===== src/rtl/cmplog_pkg.sv =====
// Shared definitions for the binary16 adder mismatch logger:
// reader state encoding, display field codes and record slot layout.
// A record word is {a, b, s, chk}, each W bits, with a in the top slot.
package cmplog_pkg;

  // Reader FSM states
  typedef enum logic [2:0] {
    EMPTY  = 3'd0,
    SHOW_A = 3'd1,
    SHOW_B = 3'd2,
    SHOW_S = 3'd3,
    SHOW_C = 3'd4
  } rd_state_e;

  // Field codes presented on the field output
  localparam logic [1:0] F_A = 2'd0;
  localparam logic [1:0] F_B = 2'd1;
  localparam logic [1:0] F_S = 2'd2;
  localparam logic [1:0] F_C = 2'd3;

  // Slot index of each operand inside the record word; bit offset = slot * W
  localparam int SLOT_A = 3;
  localparam int SLOT_B = 2;
  localparam int SLOT_S = 1;
  localparam int SLOT_C = 0;

  // Bit offset of a slot within a record of W-bit fields
  function automatic int rec_off(input int slot, input int w);
    return slot * w;
  endfunction

endpackage


===== src/rtl/cmplog_fifo.sv =====
// Synchronous FIFO of record words with registered head/tail/count and a
// combinational head read so a push into an empty FIFO shows next cycle.
// Optional macro CMPLOG_OVERWRITE_EN: a push while full with no coincident
// pop drops the oldest entry instead of being refused.
module cmplog_fifo
  import cmplog_pkg::*;
#(
  parameter int WIDTH = 64,
  parameter int DEPTH = 8,
  parameter int LOG2D = 3
) (
  input  logic             clk,
  input  logic             clr,
  input  logic             push,
  input  logic             pop,
  input  logic [WIDTH-1:0] din,
  output logic [WIDTH-1:0] head,
  output logic [LOG2D:0]   count,
  output logic             full,
  output logic             empty,
  output logic             overwrote
);

  logic [WIDTH-1:0] mem_q [DEPTH];
  logic [LOG2D-1:0] head_q, head_d;
  logic [LOG2D-1:0] tail_q, tail_d;
  logic [LOG2D:0]   count_q, count_d;
  logic             do_push;
  logic             do_pop;
  logic             ovw;

  assign full  = (count_q == (LOG2D + 1)'(DEPTH));
  assign empty = (count_q == '0);
  assign count = count_q;
  assign head  = mem_q[head_q];

  assign do_pop = pop && !empty;
`ifdef CMPLOG_OVERWRITE_EN
  // Full and not popping: accept anyway by retiring the oldest entry
  assign do_push = push;
  assign ovw     = push && full && !do_pop;
`else
  assign do_push = push && (!full || do_pop);
  assign ovw     = 1'b0;
`endif
  assign overwrote = ovw;

  // Pointer and occupancy next-state; overwrite keeps count fixed
  always_comb begin
    head_d  = head_q;
    tail_d  = tail_q;
    count_d = count_q;
    if (do_pop || ovw) head_d = head_q + 1'b1;
    if (do_push)       tail_d = tail_q + 1'b1;
    if (do_push && !do_pop && !ovw)      count_d = count_q + 1'b1;
    else if (do_pop && !do_push)         count_d = count_q - 1'b1;
  end

  // Pointer and occupancy registers
  always_ff @(posedge clk) begin
    if (clr) begin
      head_q  <= '0;
      tail_q  <= '0;
      count_q <= '0;
    end else begin
      head_q  <= head_d;
      tail_q  <= tail_d;
      count_q <= count_d;
    end
  end

  // Storage array write port; contents need no reset
  always_ff @(posedge clk) begin
    if (!clr && do_push) mem_q[tail_q] <= din;
  end

endmodule


===== src/rtl/fp_mismatch_log.sv =====
// Consumer end of the binary16 adder sweep: counts results, buffers records
// whose minimal adder sum differs from the exact sum, and steps the buffered
// records out to the hex display one field per rd_step pulse.
// Optional macro CMPLOG_OVERWRITE_EN: never back-pressure; when full the
// oldest record is dropped and overflow becomes sticky-set.
module fp_mismatch_log
  import cmplog_pkg::*;
#(
  parameter int NEXP  = 5,
  parameter int NSIG  = 10,
  parameter int DEPTH = 8,
  parameter int LOG2D = 3
) (
  input  logic                   clk,
  input  logic                   clr,
  input  logic                   in_valid,
  output logic                   in_ready,
  input  logic [NEXP+NSIG:0]     in_a,
  input  logic [NEXP+NSIG:0]     in_b,
  input  logic [NEXP+NSIG:0]     in_s,
  input  logic [NEXP+NSIG:0]     in_chk,
  input  logic                   rd_step,
  output logic [15:0]            hexdigits,
  output logic [1:0]             field,
  output logic                   empty,
  output logic                   full,
  output logic [31:0]            n_tests,
  output logic [15:0]            n_err,
  output logic                   overflow
);

  localparam int W = NEXP + NSIG + 1;

  rd_state_e      state_q, state_d;
  logic [31:0]    n_tests_q, n_tests_d;
  logic [15:0]    n_err_q, n_err_d;
  logic           overflow_q, overflow_d;

  logic           accept;
  logic           push;
  logic           pop;
  logic [4*W-1:0] head;
  logic [LOG2D:0] count;
  logic           fifo_full;
  logic           fifo_empty;
  logic           overwrote;
  logic [W-1:0]   field_word;
  logic [15:0]    field_hex;

`ifdef CMPLOG_OVERWRITE_EN
  assign in_ready = 1'b1;
`else
  assign in_ready = ~fifo_full;
`endif

  assign accept = in_valid && in_ready;
  assign push   = accept && (in_s != in_chk);
  assign pop    = rd_step && (state_q == SHOW_C);

  cmplog_fifo #(
    .WIDTH (4 * W),
    .DEPTH (DEPTH),
    .LOG2D (LOG2D)
  ) u_fifo (
    .clk       (clk),
    .clr       (clr),
    .push      (push),
    .pop       (pop),
    .din       ({in_a, in_b, in_s, in_chk}),
    .head      (head),
    .count     (count),
    .full      (fifo_full),
    .empty     (fifo_empty),
    .overwrote (overwrote)
  );

  // Statistics next-state: wrapping test count, saturating error count
  always_comb begin
    n_tests_d  = n_tests_q;
    n_err_d    = n_err_q;
    overflow_d = overflow_q | overwrote;
    if (accept) n_tests_d = n_tests_q + 32'd1;
    if (push && (n_err_q != 16'hFFFF)) n_err_d = n_err_q + 16'd1;
  end

  // Reader next-state; a new record is shown the cycle after it is pushed
  always_comb begin
    state_d = state_q;
    case (state_q)
      EMPTY:  if (!fifo_empty || push) state_d = SHOW_A;
      SHOW_A: if (rd_step) state_d = SHOW_B;
      SHOW_B: if (rd_step) state_d = SHOW_S;
      SHOW_S: if (rd_step) state_d = SHOW_C;
      SHOW_C: if (rd_step) state_d = ((count > (LOG2D + 1)'(1)) || push) ? SHOW_A : EMPTY;
      default: state_d = EMPTY;
    endcase
    // Head was replaced underneath the reader: restart on the new head
    if (overwrote) state_d = SHOW_A;
  end

  // State and statistics registers
  always_ff @(posedge clk) begin
    if (clr) begin
      state_q    <= EMPTY;
      n_tests_q  <= '0;
      n_err_q    <= '0;
      overflow_q <= 1'b0;
    end else begin
      state_q    <= state_d;
      n_tests_q  <= n_tests_d;
      n_err_q    <= n_err_d;
      overflow_q <= overflow_d;
    end
  end

  // Field selection from the head record for the current reader state
  always_comb begin
    field      = F_A;
    field_word = head[rec_off(SLOT_A, W) +: W];
    case (state_q)
      SHOW_B: begin field = F_B; field_word = head[rec_off(SLOT_B, W) +: W]; end
      SHOW_S: begin field = F_S; field_word = head[rec_off(SLOT_S, W) +: W]; end
      SHOW_C: begin field = F_C; field_word = head[rec_off(SLOT_C, W) +: W]; end
      default: ;
    endcase
  end

  // Fit the record field onto the 16-bit display bus
  generate
    if (W >= 16) begin : g_trunc
      assign field_hex = field_word[15:0];
    end else begin : g_zext
      assign field_hex = {{(16 - W){1'b0}}, field_word};
    end
  endgenerate

  assign hexdigits = (state_q == EMPTY) ? n_err_q : field_hex;
  assign empty     = fifo_empty;
  assign full      = fifo_full;
  assign n_tests   = n_tests_q;
  assign n_err     = n_err_q;
  assign overflow  = overflow_q;

endmodule


===== config.mk =====
export PLATFORM = sky130hd
export DESIGN_NAME = fp_mismatch_log
export DESIGN_NICKNAME = d
export VERILOG_FILES = /design/src/rtl/cmplog_pkg.sv /design/src/rtl/cmplog_fifo.sv /design/src/rtl/fp_mismatch_log.sv
export SDC_FILE = /design/constraint.sdc
export NUM_CORES = 1
export LEC_CHECK = 0
export CAP_MARGIN = 20
export CORE_UTILIZATION = 40
export CTS_CLUSTER_SIZE = 30
export DETAILED_ROUTE_END_ITERATION = 10
export GPL_TIMING_DRIVEN = 0
export HOLD_SLACK_MARGIN = 0.02
export PLACE_DENSITY = 0.66
export SLEW_MARGIN = 20
export SYNTH_ARGS = -nofsm -noshare
export SYNTH_HDL_FRONTEND = slang
export SYNTH_SLANG_ARGS = --single-unit

===== constraint.sdc =====
create_clock -name clk -period 14.7 [get_ports clk]
set_clock_uncertainty 0.15 [all_clocks]
set_input_delay 4.41 -clock clk [delete_from_list [all_inputs] [get_ports clk]]
set_output_delay 4.41 -clock clk [all_outputs]
set_load 0.03 [all_outputs]

==> impl_metrics.json <==
{
  "async_flop_share_pct": 0,
  "min_to": "n_tests[13]",
  "status": "complete, no violations",
  "r2r_slack_ns": 10.65,
  "die_w_um": 242,
  "fin_crit_sh_pct": 56.6,
  "layout_common_cells": "edfxtp_1 (512), clkdlybuf4s50_1 (136), mux2i_1 (104), mux4_2 (95), nor2_1 (92)",
  "slew_violations": 0,
  "peakVddDrop_mv": 0.0949,
  "start_util_pct": 40.6,
  "r2r_end": "u_fifo.mem_q[4][44]",
  "stdcell_count": 2358,
  "cp.arrival_ns": 3.76,
  "min_from": "n_tests[13]",
  "power.leakage_nw": 8.91,
  "clockRootBuffer": "clkbuf_16",
  "start_kind": "flip-flop",
  "cts_setup_buffers": 0,
  "tns_ns": 0,
  "ys_seq_area_share_pct": 72.5,
  "final_common_cell": "edfxtp_1",
  "drt-initial-drc-count": 1224,
  "holdPathStages": 2,
  "reg2reg_from": "u_fifo.count[0]",
  "cp_data_required_time_ns": 10.14,
  "rsz0062_at_grt": "false",
  "period_minus_slack_ns": 8.32,
  "cts_tree": "yes",
  "cts_resized": 0,
  "area_growth_pct": 20.7,
  "drt_first_pass_iters": 5,
  "avgSynthCellArea_um2": 17.8,
  "crit_type": "flip-flop to output port",
  "synth_edf_count": 512,
  "placed_cells": 2255,
  "yosys-top-cells-area": "edfxtp_1 (67%), mux4_2 (9.3%), dfxtp_1 (5.6%)",
  "htreeDepth": 2,
  "netlist_area_um2": 23000,
  "grt_usage_pct": 19.4,
  "synth.net_count": 1370,
  "grt_first_pass_wirelength_um": 84700,
  "synth.distinct_cells": 58,
  "finalNetCount": 1634,
  "dieArea_um2": 58400,
  "pin_count": 138,
  "drt-total-wl_um": 57000,
  "core-area_um2": 56600,
  "slew_headroom_pct": 42.2,
  "yosysWarnings": 0,
  "cts_sinks": 576,
  "ant_nets": 0,
  "place_congestion": 0.819,
  "grt_max_degree": 20,
  "fin_ws_ns": 6.38,
  "synth_top_area_share_pct": 66.9,
  "synth_flop_cell": "edfxtp_1",
  "finalSetupViolations": 0,
  "pwr_density_cell_nw_per_um2": 126,
  "tightest_slew_ns": 0.868,
  "hold_violations": 0,
  "dp_hpwl_um": 40100,
  "rows": 87,
  "grt_antenna_before_repair": 6,
  "worstPathMaxFanout": 10,
  "vias": 12949,
  "synthCells": 1293,
  "placed_area_um2": 26000,
  "clkTransAtPathRegs_ns": 0.06,
  "first_global_vias": 13024,
  "layout-drive-gt1-share_pct": 19.3,
  "hp-class": "flip-flop to flip-flop",
  "synth_top_cell_by_area": "edfxtp_1",
  "post-route-drc-count": 0,
  "viasPerCell": 5.49,
  "dieHeight_um": 242,
  "clk_latency_ns": 0.62,
  "post-place-ws_ns": 5.92,
  "ctsHoldBuffers": 0,
  "io_buffers": 136,
  "r2r_cells": 15,
  "wl_per_cell_um": 24.2,
  "cts_buffer_depth": 3,
  "stdcell_area_um2": 27700,
  "drv_cap": 0,
  "cts_made_buffers": 56,
  "grt-ovfl-total": 0,
  "end_kind": "output port",
  "max_freq_mhz": 120,
  "ys_ff_latch": 576,
  "finalPower_mw": 3.50
}
## cell usage after synthesis, types with 3 or more instances
| library cell | number |
|---|---|
| nand4_1 | 13 |
| dfxtp_1 | 64 |
| nor4_1 | 5 |
| o211ai_1 | 5 |
| edfxtp_1 | 512 |
| o31ai_1 | 3 |
| o21ai_0 | 20 |
| nand2_1 | 35 |
| buf_6 | 6 |
| xor2_1 | 43 |
| a22oi_1 | 17 |
| nor3_1 | 17 |
| buf_4 | 17 |
| buf_2 | 18 |
| a21boi_0 | 5 |
| nor2b_1 | 3 |
| mux2i_1 | 104 |
| or3_1 | 17 |
| inv_1 | 10 |
| buf_1 | 3 |
| xnor2_1 | 11 |
| clkbuf_1 | 19 |
| ha_1 | 9 |
| o22ai_1 | 18 |
| nor2_1 | 95 |
| a31oi_1 | 7 |
| or2_2 | 3 |
| or4_1 | 4 |
| mux4_2 | 95 |
| a22o_1 | 10 |
| a21oi_1 | 38 |
| a221oi_1 | 7 |
| o21ai_1 | 8 |
| nand3_1 | 14 |
| and3_1 | 7 |
## kinds of logic (layout without fill, tap and decap cells)
family | count (synthesis) | after routing | share of synthesized area [%]
compound gates | 141 | 141 | 3.86
xor+xnor | 54 | 54 | 2.06
fa+ha+maj | 9 | 9 | 0.490
buf+inv | 75 | 383 | 1.85
flops | 576 | 576 | 72.5
mux | 200 | 200 | 13.9
other cells | 1 | 2 | 0.0163
simple gates | 237 | 237 | 5.39
## state kept, by name, summed over array words and instances (netlist names), named ones only
register and flops:
n_tests 32, u_fifo.count 4, n_err 16, u_fifo.mem_q 512
state_q 3, u_fifo.tail_q 3, u_fifo.head_q 3
## per-layer routing
layer	GRT usage, %	up-vias	wire length (um)
li1	-	5688	-
met1	26.7	6662	24300
met5	0	-	63
met2	31.3	486	27500
met4	5.96	10	1390
met3	3.57	103	3780
## per-stage QoR
step,hold WS (ns),utilization (%)
after floorplan,0.340,-
after global placement,0.338,44.7
after detailed placement,0.350,46.0
after CTS,0.359,49.0
after global routing,0.396,49.0
final,0.363,49.0
## power by group
part	internal [mW]	switching [mW]	total, mW
clock	0.747	0.608	1.36
sequential	1.82	0.0169	1.84
combinational	0.113	0.192	0.305
## worst max-delay path, cell delays in order (launching register included)
cell	delay [ns]
dfxtp_1	0.31
buf_2	0.26
and2_0	0.27
clkbuf_1	0.58
a22oi_1	0.19
o211ai_1	0.16
a21boi_0	0.49
a31oi_1	0.23
clkdlybuf4s50_1	0.66
## layout make-up
type / instances / area [um2]
buffer: 64 / 383
clock inverter: 31 / 220
antenna: 1 / 2.50
clock buffer: 71 / 1480
fill: 4672 / 28900
tap: 756 / 946
inverter: 11 / 41.3
sequential: 576 / 16700
timing repair buffer: 206 / 2060
multi-input combinational: 642 / 5960
## worst max path at each step
stage | end | slack [ns]
after global placement | u_fifo.mem_q[0][19] | -6.22
after floorplan | u_fifo.mem_q[0][0] | 2.28
after global routing | hexdigits[8] | 6.21
final | hexdigits[2] | 6.38
after CTS | hexdigits[11] | 6.32
after detailed placement | u_fifo.mem_q[4][36] | 5.92
Note: power is estimated with default switching activity, not from simulation.
